**config.mk**
```make
export PLATFORM = sky130hd
export DESIGN_NAME = wb_unit
export DESIGN_NICKNAME = d
export VERILOG_FILES = /design/src/rtl/wb_unit_pkg.sv /design/src/rtl/wb_fifo.sv /design/src/rtl/wb_unit.sv
export SDC_FILE = /design/constraint.sdc
export NUM_CORES = 1
export LEC_CHECK = 0
export BUFFER_PORTS_ARGS = -buffer_cell sky130_fd_sc_hd__buf_2
export CORE_ASPECT_RATIO = 0.8
export CORE_MARGIN = 2
export CORE_UTILIZATION = 25
export CTS_CLUSTER_DIAMETER = 100
export DETAILED_ROUTE_END_ITERATION = 10
export GPL_ROUTABILITY_DRIVEN = 1
export GPL_TIMING_DRIVEN = 0
export HOLD_SLACK_MARGIN = 0.03
export PLACE_DENSITY = 0.46
export SYNTH_ARGS = -nofsm -noshare
export SYNTH_HDL_FRONTEND = slang
export SYNTH_HIERARCHICAL = 1
export SYNTH_SLANG_ARGS = --single-unit
export TNS_END_PERCENT = 10
```
**constraint.sdc**
```tcl
create_clock -name i_clk -period 2.2 [get_ports i_clk]
set_input_delay 0.22 -clock i_clk [delete_from_list [all_inputs] [get_ports i_clk]]
set_output_delay 0.22 -clock i_clk [all_outputs]
set_load 0.005 [all_outputs]
```
**src/rtl/wb_unit_pkg.sv**
```systemverilog
// wb_unit_pkg: shared core definitions for the writeback unit.
//   XLEN        datapath width
//   REG_ADDR_W  register address width
//   wb_req_t    writeback request record (destination + data)
//   reg_onehot  register-number to scoreboard-mask helper (x0 never marked)
package wb_unit_pkg;

   localparam int XLEN       = 32;
   localparam int REG_ADDR_W = 5;
   localparam int NUM_REGS   = 32;

   typedef struct packed {
      logic [REG_ADDR_W-1:0] rd;
      logic [XLEN-1:0]       data;
   } wb_req_t;

   // One-hot mask for a register; x0 maps to an empty mask so it is never pending.
   function automatic logic [NUM_REGS-1:0] reg_onehot(input logic [REG_ADDR_W-1:0] r);
      logic [NUM_REGS-1:0] m;
      m = {{(NUM_REGS-1){1'b0}}, 1'b1} << r;
      m[0] = 1'b0;
      return m;
   endfunction

endpackage

```
**src/rtl/wb_fifo.sv**
```systemverilog
// wb_fifo: synchronous circular-buffer FIFO, async active-low reset.
//   i_clk, i_rst_n     clock / asynchronous active-low reset
//   i_push, i_wdata    write request and data (ignored while full)
//   i_pop              read request (ignored while empty)
//   o_rdata            head entry
//   o_full, o_empty    status flags
//   o_count            occupancy 0..DEPTH
module wb_fifo #(
   parameter int WIDTH = 37,
   parameter int DEPTH = 4
) (
   input  logic                     i_clk,
   input  logic                     i_rst_n,
   input  logic                     i_push,
   input  logic [WIDTH-1:0]         i_wdata,
   input  logic                     i_pop,
   output logic [WIDTH-1:0]         o_rdata,
   output logic                     o_full,
   output logic                     o_empty,
   output logic [$clog2(DEPTH):0]   o_count
);

   localparam int PTR_W = $clog2(DEPTH);
   localparam logic [PTR_W-1:0] PTR_ONE   = PTR_W'(1);
   localparam logic [PTR_W:0]   CNT_ONE   = (PTR_W+1)'(1);
   localparam logic [PTR_W:0]   CNT_DEPTH = (PTR_W+1)'(DEPTH);

   logic [WIDTH-1:0] r_mem [DEPTH];
   logic [PTR_W-1:0] r_wr_ptr;
   logic [PTR_W-1:0] r_rd_ptr;
   logic [PTR_W:0]   r_count;
   logic             w_push;
   logic             w_pop;

   assign o_full  = (r_count == CNT_DEPTH);
   assign o_empty = (r_count == {(PTR_W+1){1'b0}});
   assign o_count = r_count;
   assign o_rdata = r_mem[r_rd_ptr];
   assign w_push  = i_push & ~o_full;
   assign w_pop   = i_pop & ~o_empty;

   // Storage and pointers; power-of-two depth lets the pointers wrap naturally.
   always_ff @(posedge i_clk or negedge i_rst_n) begin
      if (!i_rst_n) begin
         for (int i = 0; i < DEPTH; i++) begin
            r_mem[i] <= {WIDTH{1'b0}};
         end
         r_wr_ptr <= {PTR_W{1'b0}};
         r_rd_ptr <= {PTR_W{1'b0}};
      end else begin
         if (w_push) begin
            r_mem[r_wr_ptr] <= i_wdata;
            r_wr_ptr        <= r_wr_ptr + PTR_ONE;
         end
         if (w_pop) begin
            r_rd_ptr <= r_rd_ptr + PTR_ONE;
         end
      end
   end

   // Occupancy; a simultaneous push and pop leaves it unchanged.
   always_ff @(posedge i_clk or negedge i_rst_n) begin
      if (!i_rst_n) begin
         r_count <= {(PTR_W+1){1'b0}};
      end else begin
         case ({w_push, w_pop})
            2'b10:   r_count <= r_count + CNT_ONE;
            2'b01:   r_count <= r_count - CNT_ONE;
            default: r_count <= r_count;
         endcase
      end
   end

endmodule

```
**src/rtl/wb_unit.sv**
```systemverilog
// wb_unit: single writer into the register-file write port.
//   i_alu_valid/i_alu_rd/i_alu_result   ALU result (always accepted, priority)
//   i_ld_valid/i_ld_rd/i_ld_data        load return; o_ld_ready = buffer not full
//   i_ld_issue/i_ld_issue_rd            load issued; marks destination pending
//   i_chk_rs1/i_chk_rs2/i_chk_rd        operands of the issuing instruction
//   o_hazard                            any checked register pending (combinational)
//   o_rd/o_result/o_reg_write           registered register-file write port
// Datapath width comes from the core package XLEN.
module wb_unit
   import wb_unit_pkg::*;
#(
   parameter int DEPTH = 4
) (
   input  logic                  i_clk,
   input  logic                  i_rst_n,
   input  logic                  i_alu_valid,
   input  logic [REG_ADDR_W-1:0] i_alu_rd,
   input  logic [XLEN-1:0]       i_alu_result,
   input  logic                  i_ld_valid,
   output logic                  o_ld_ready,
   input  logic [REG_ADDR_W-1:0] i_ld_rd,
   input  logic [XLEN-1:0]       i_ld_data,
   input  logic                  i_ld_issue,
   input  logic [REG_ADDR_W-1:0] i_ld_issue_rd,
   input  logic [REG_ADDR_W-1:0] i_chk_rs1,
   input  logic [REG_ADDR_W-1:0] i_chk_rs2,
   input  logic [REG_ADDR_W-1:0] i_chk_rd,
   output logic                  o_hazard,
   output logic [REG_ADDR_W-1:0] o_rd,
   output logic [XLEN-1:0]       o_result,
   output logic                  o_reg_write
);

   localparam int CNT_W = $clog2(DEPTH) + 1;
   localparam logic [CNT_W-1:0] CNT_DEPTH = CNT_W'(DEPTH);

   wb_req_t               w_push_req;
   wb_req_t               w_head;
   logic                  w_push;
   logic                  w_pop;
   logic                  w_full;
   logic                  w_empty;
   logic [CNT_W-1:0]      w_count;
   logic [NUM_REGS-1:0]   w_set_mask;
   logic [NUM_REGS-1:0]   w_clr_mask;
   logic [NUM_REGS-1:0]   w_pending_nxt;
   logic [NUM_REGS-1:0]   r_pending;
   logic [REG_ADDR_W-1:0] r_rd;
   logic [XLEN-1:0]       r_result;
   logic                  r_reg_write;

   assign w_push_req.rd   = i_ld_rd;
   assign w_push_req.data = i_ld_data;

   // No pass-through: a full buffer refuses a load even in a cycle it pops.
   assign o_ld_ready = (w_count != CNT_DEPTH);
   assign w_push     = i_ld_valid & ~w_full;
   // Loads drain only in cycles the ALU leaves the write port free.
   assign w_pop      = ~i_alu_valid & ~w_empty;

   wb_fifo #(
      .WIDTH ($bits(wb_req_t)),
      .DEPTH (DEPTH)
   ) u_fifo (
      .i_clk   (i_clk),
      .i_rst_n (i_rst_n),
      .i_push  (w_push),
      .i_wdata (w_push_req),
      .i_pop   (w_pop),
      .o_rdata (w_head),
      .o_full  (w_full),
      .o_empty (w_empty),
      .o_count (w_count)
   );

   // Write-port arbitration; address and data hold when nothing is written.
   always_ff @(posedge i_clk or negedge i_rst_n) begin
      if (!i_rst_n) begin
         r_reg_write <= 1'b0;
         r_rd        <= {REG_ADDR_W{1'b0}};
         r_result    <= {XLEN{1'b0}};
      end else if (i_alu_valid) begin
         r_reg_write <= 1'b1;
         r_rd        <= i_alu_rd;
         r_result    <= i_alu_result;
      end else if (w_pop) begin
         r_reg_write <= 1'b1;
         r_rd        <= w_head.rd;
         r_result    <= w_head.data;
      end else begin
         r_reg_write <= 1'b0;
      end
   end

   // Scoreboard update: clear applied before set so a same-register issue wins.
   always_comb begin
      w_set_mask = {NUM_REGS{1'b0}};
      w_clr_mask = {NUM_REGS{1'b0}};
      if (i_ld_issue) begin
         w_set_mask = reg_onehot(i_ld_issue_rd);
      end else begin
         w_set_mask = {NUM_REGS{1'b0}};
      end
      if (w_pop) begin
         w_clr_mask = reg_onehot(w_head.rd);
      end else begin
         w_clr_mask = {NUM_REGS{1'b0}};
      end
      w_pending_nxt = (r_pending & ~w_clr_mask) | w_set_mask;
   end

   // Pending-load scoreboard register.
   always_ff @(posedge i_clk or negedge i_rst_n) begin
      if (!i_rst_n) begin
         r_pending <= {NUM_REGS{1'b0}};
      end else begin
         r_pending <= w_pending_nxt;
      end
   end

   assign o_hazard    = r_pending[i_chk_rs1] | r_pending[i_chk_rs2] | r_pending[i_chk_rd];
   assign o_rd        = r_rd;
   assign o_result    = r_result;
   assign o_reg_write = r_reg_write;

endmodule

```
* Yosys cells after proc, flatten, opt, wreduce, memory -nomap -nowiden
Index checks and enable logic that the tools add are counted.
Word-level totals: register bits after elaboration 225, input bits 99, output and inout bits 40, logic and storage cells 66
Operators by class: $add $sub $neg 4, magnitude comparators 6, equal/unequal tests 4, shifts and indexed selects 2, mux-type cells 21, bitwise gates (word level) 14, reductions and logical operators 4
Operators with widths (number):
- $bwmux 148 | 1
- $mux 32 | 4
- $mux 37 | 3
- $bmux 37 s2 | 1
- $demux 37 s2 | 1
- $shl 1x5->32 const A | 2
- $and 32x32->32 | 1
- $not 32->32 | 1
- $or 32x32->32 | 1
- $lt 5x6->1 const B | 3
- $bmux 1 s5 | 3
- $mux 5 | 2
- $ge 3x3->1 const B | 2
- $not 2->3 | 2
- $pmux 3 s2 | 1
- $mux 1 | 5
- $add 2x1->2 const B | 2
- $and 1x1->1 | 4
- $reduce_bool 2->1 | 2
- $add 3x1->3 const B | 1
- $eq 3x3->1 const B | 1
- $logic_not 3->1 | 1
- $lt 3x1->1 const B | 1
- $ne 3x3->1 const B | 1
- other kinds (6) | 9

* Longest topological paths before layout
depth after elaboration 9, depth in mapped cells 10, depth with buffers taken out 9

* Hierarchy
Netlist, hierarchy kept.
By module, submodules not included:
- wb_fifo | instances 1, cells each 393, area each 6822.8 µm²
- wb_unit | instances 1, cells each 367, area each 3854.9 µm²

* Worst setup path before layout
OpenSTA, ideal clock, no wires.
path kind register -> register, start reg u_fifo.r_rd_ptr[1], end reg r_pending[20], library setup time 129 ps, arrival 2054 ps, data required time 2071 ps, path slack 17 ps, stages on the path, launching flop included 8, path buffers 2, clock period less this slack 2183 ps, path through dfrtp_1 -> clkbuf_1 -> buf_1 -> mux4_2 -> nor3_1 -> nand3_1 -> o21ai_0 -> o21ai_0
RTL lines:
- start, declared | line wb_fifo.sv:30 | logic [PTR_W-1:0] r_rd_ptr;
- start signal, assigned | line wb_fifo.sv:49 | r_rd_ptr <= {PTR_W{1'b0}};
- start signal, assigned | line wb_fifo.sv:56 | r_rd_ptr <= r_rd_ptr + PTR_ONE;
- end signal, assigned | line wb_unit.sv:115 | r_pending <= {NUM_REGS{1'b0}};
- end signal, assigned | line wb_unit.sv:117 | r_pending <= w_pending_nxt;
- end, declared | line wb_unit.sv:47 | logic [NUM_REGS-1:0] r_pending;

* Final worst setup path
start reg r_pending[29], end out o_hazard
Between the ends: cells in the longest elaborated chain, start to end 4, elaborated cells on any way between the ends 8
Ends and longest elaborated chain:
- $bmux 1 s5 | line wb_unit.sv:121 | assign o_hazard = r_pending[i_chk_rs1] | r_pending[i_chk_rs2] | r_pending[i_chk_rd];
- $mux 1 (not written as such) | line wb_unit.sv:121
- $or 1x1->1 | line wb_unit.sv:121
- $or 1x1->1 (*) | line wb_unit.sv:121
- end, declared | line wb_unit.sv:28 | output logic o_hazard,
Mark *: on every way between the ends. The rest lies on a longest branch, timed or not. The select of a mux whose other input is x is not followed.

==> impl_metrics.csv <==
group,metric,value,unit
finish,layout_common_cells,"dfrtp_1, mux2_2, buf_2, o21ai_0, dlygate4sd3_1",
clocking,htreeDepth,1,
finish,layout_commonest_cell,"dfrtp_1",
die,coreArea,42000,um^2
sta,setup_viol,1,
grt,grt_pass1_vias,7597,
drt,drtIter0Drc,397,
place,place_ws,-0.990,ns
sta,fin_skew,0.0208,ns
drt,wl,29500,um
pwr,seqPwrFrac,0.373,
sta,hold_violations,0,
outcome,violations,"negative setup slack",
clocking,clock_path_buffers,3,
die,die_w,235,um
clocking,cts_sinks,224,
synth,synthCells,760,
finish,areaGrowthSynthToFinish,31.1,%
grt,grt_pass1_wl,46200,um
setup_path,critical_path_arrival,2.17,ns
clocking,cts_tree,"yes",
synth,avgSynthCellArea,14.0,um^2
pwr,clkPwrFrac,0.219,
synth,ys.flop_type,"dfrtp_1",
finish,nets,1123,
clocking,cts_inserted_buffers,26,
outcome,outcome,"finished with violations",
die,start_util,0.254,
grt,grt-ovfl-total,0,
min_path,min_delay_path_depth,3,
setup_path,crit_type,"flop to output port",
clocking,clkTransAtPathRegs,0.07,ns
pwr,peakVddDrop,0.522,mV
clocking,clk-insertion-delay-late,0.53,ns
setup_path,rrSetupSlack,0.12,ns
pwr,power.leakage,0.00582,uW
die,die_h,189,um
die,dieArea,44400,um^2
sta,postLayoutSetupSlackWorst,-0.190,ns
synth,synth_edf_count,0,
setup_path,crit-reg2reg-launch,"u_fifo/o_count[1]",
synth,async_reset_ff_frac,1.00,
sta,max_freq,418,MHz
synth,synth.distinct_cells,42,
finish,instances_no_fill,1591,
sta,rsz0062_at_grt,"yes",
setup_path,r2r_cells,9,
drt,drcViolationCount,0,
sta,post-route-min-period,2.39,ns
min_path,min-delay-start,"i_ld_issue_rd[4]",
pwr,netSwitchingFraction,0.326,
drt,dr.pass1.iters,4,
setup_path,r2r-end,"u_fifo/o_count[2]",
sta,relSlewSlack,0.476,
drt,ant_nets,0,
die,io_pins,139,
sta,finalMaxSlewViolations,0,
setup_path,slowest_delay,0.47,ns
die,num_rows,67,
pwr,p_sw,6470,uW
setup_path,path_cells,"buf_4 > mux4_2 > mux2i_1 > nor2b_1 > o22ai_1 > nand4_1 > buf_2",
sta,worst_pin_slew,0.786,ns
setup_path,cp-start-kind,"flop",
synth,yosys_register_bits,224,
drt,route.vias.total,7267,
min_path,worstHoldPathType,"primary input to flop",
clocking,root_buffer,"clkbuf_16",
place,routabilityCongestion,0.769,
pwr,internal_power,13400,uW
job,drv_cap,0,
grt,grt_max_degree,110,
synth,synthesis.area,10700,um^2
place,dpl_cell_area,12100,um^2
place,dpl.cell_count,1445,
setup_path,end_kind,"output port",
setup_path,crit_required,1.98,ns
min_path,hold_end,"r_pending[16]",
setup_path,slowest_stage,"mux4_2",
sta,fin_crit_sh,1.09,
pwr,p_per_area,1420,nW/um^2
synth,seq_area_frac_synth,0.525,
synth,syn-num-nets,865,
pwr,p_comb_frac,0.407,
place,portBuffers,131,
grt,grtUsageTotal,0.132,
place,dp_hpwl,19900,um
drt,wl_per_cell,18.5,um
drt,vias_per_cell,4.57,
grt,antenna_found_initial,2,
finish,drive_gt1_frac,0.442,
setup_path,worstPathMaxFanout,3,
finish,final_area,14000,um^2
synth,ys_warn_count,6,
through the flow:
| stage | TNS (ns) | utilization | hold WS, ns | total power [uW] |
|---|---|---|---|---|
| 6_report | -0.190 | 0.333 | 0.101 | 19800 |
| 3_3_place_gp | -799.63 | 0.286 | 0.427 | 14900 |
| 3_5_place_dp | -54.42 | 0.288 | 0.168 | 15000 |
| 2_1_floorplan | 0 | - | -0.0756 | 12600 |
| 4_1_cts | -0.440 | 0.331 | 0.0526 | 19900 |
| 5_1_grt | -0.370 | 0.333 | 0.0876 | 21200 |
power by group through the flow:
stage | combinational [uW] | clock (uW) | sequential [uW]
4_1_cts | 8050 | 4510 | 7400
2_1_floorplan | 5480 | 0 | 7080
3_3_place_gp | 7440 | 0 | 7460
5_1_grt | 8860 | 4680 | 7690
3_5_place_dp | 7550 | 0 | 7480
6_report | 8080 | 4350 | 7400
critical path: cells and delay by family (launching register included):
family / cells / cell delay [ns]
AO/OA/AOI/OAI: 1 / 0.15
buffers and inverters: 2 / 0.31
flip-flops: 1 / 0.41
multiplexers: 2 / 0.63
AND/OR/NAND/NOR: 2 / 0.16
per-layer routing:
| layer | global-route usage | vias to the layer above | wire [um] |
|---|---|---|---|
| met1 | 0.194 | 3745 | 14600 |
| met4 | 0.0258 | 0 | 466 |
| li1 | - | 3353 | - |
| met3 | 0.0229 | 33 | 1140 |
| met5 | 0 | - | 0 |
| met2 | 0.206 | 136 | 13200 |
Yosys cell counts (all sizes together), types with 2 or more instances:
master,number,area share
a2111oi,3,0.0025
a221oi,2,0.0016
buf,22,0.014
clkbuf,19,0.014
dfrtp,224,0.52
ha,5,0.0059
inv,7,0.0025
mux2,158,0.17
mux2i,45,0.042
mux4,55,0.12
nand2,55,0.019
nand2b,12,0.0070
nand3,4,0.0019
nand3b,3,0.0021
nand4,2,0.0012
nand4b,2,0.0016
nor2,11,0.0048
nor2b,6,0.0035
nor3,2,0.00094
nor4b,2,0.0016
o21ai,98,0.046
o22ai,3,0.0018
o31ai,3,0.0021
or2,2,0.0012
xnor2,3,0.0025
xor2,3,0.0025
final cells by class:
cell class / instances / area (um^2)
Fill cell: 4208 / 28000
Sequential cell: 224 / 5610
Multi-Input combinational cell: 488 / 4830
Timing Repair Buffer: 231 / 1650
Clock buffer: 42 / 812
Tap cell: 552 / 691
Buffer: 40 / 323
Clock inverter: 5 / 52.6
Inverter: 7 / 26.3
Antenna cell: 2 / 5.00
repair_timing:
action | in CTS | in global routing
endpoints found under the hold margin | 290 | 0
hold buffers | 75 | 0
setup endpoints to repair | 184 | 160
pin swaps | 7 | 6
setup buffers | 15 | 8
resized for setup | 29 | 20
flip-flops by register name, summed over array words and instances (netlist names):
register,cells
u_fifo/r_wr_ptr,2
o_rd,5
u_fifo/r_mem,148
u_fifo/o_count,3
o_result,32
o_reg_write,1
r_pending,31
u_fifo/r_rd_ptr,2
cell families (layout without fill, tap and decap cells):
| family | count (synthesis) | count (layout) | synth area share |
|---|---|---|---|
| mux | 258 | 258 | 0.326 |
| flops | 224 | 224 | 0.525 |
| compound gates | 114 | 114 | 0.0577 |
| simple gates | 104 | 104 | 0.0478 |
| buf+inv | 48 | 325 | 0.0305 |
| fa+ha+maj | 6 | 6 | 0.00773 |
| xor+xnor | 6 | 6 | 0.00492 |
| other cells | 0 | 2 | 0 |
worst max-delay path by stage:
stage	startpoint	end	slack [ns]	cells past startpoint
2_1_floorplan	u_fifo/r_rd_ptr[1]	r_pending[20]	0.02	7
3_3_place_gp	i_rst_n	o_result[4]	-3.36	1
3_5_place_dp	u_fifo/r_rd_ptr[1]	r_pending[22]	-0.99	7
4_1_cts	r_pending[21]	o_hazard	-0.22	6
5_1_grt	r_pending[13]	o_hazard	-0.35	6
6_report	r_pending[29]	o_hazard	-0.19	7
Note: power is estimated with default switching activity, not from simulation.
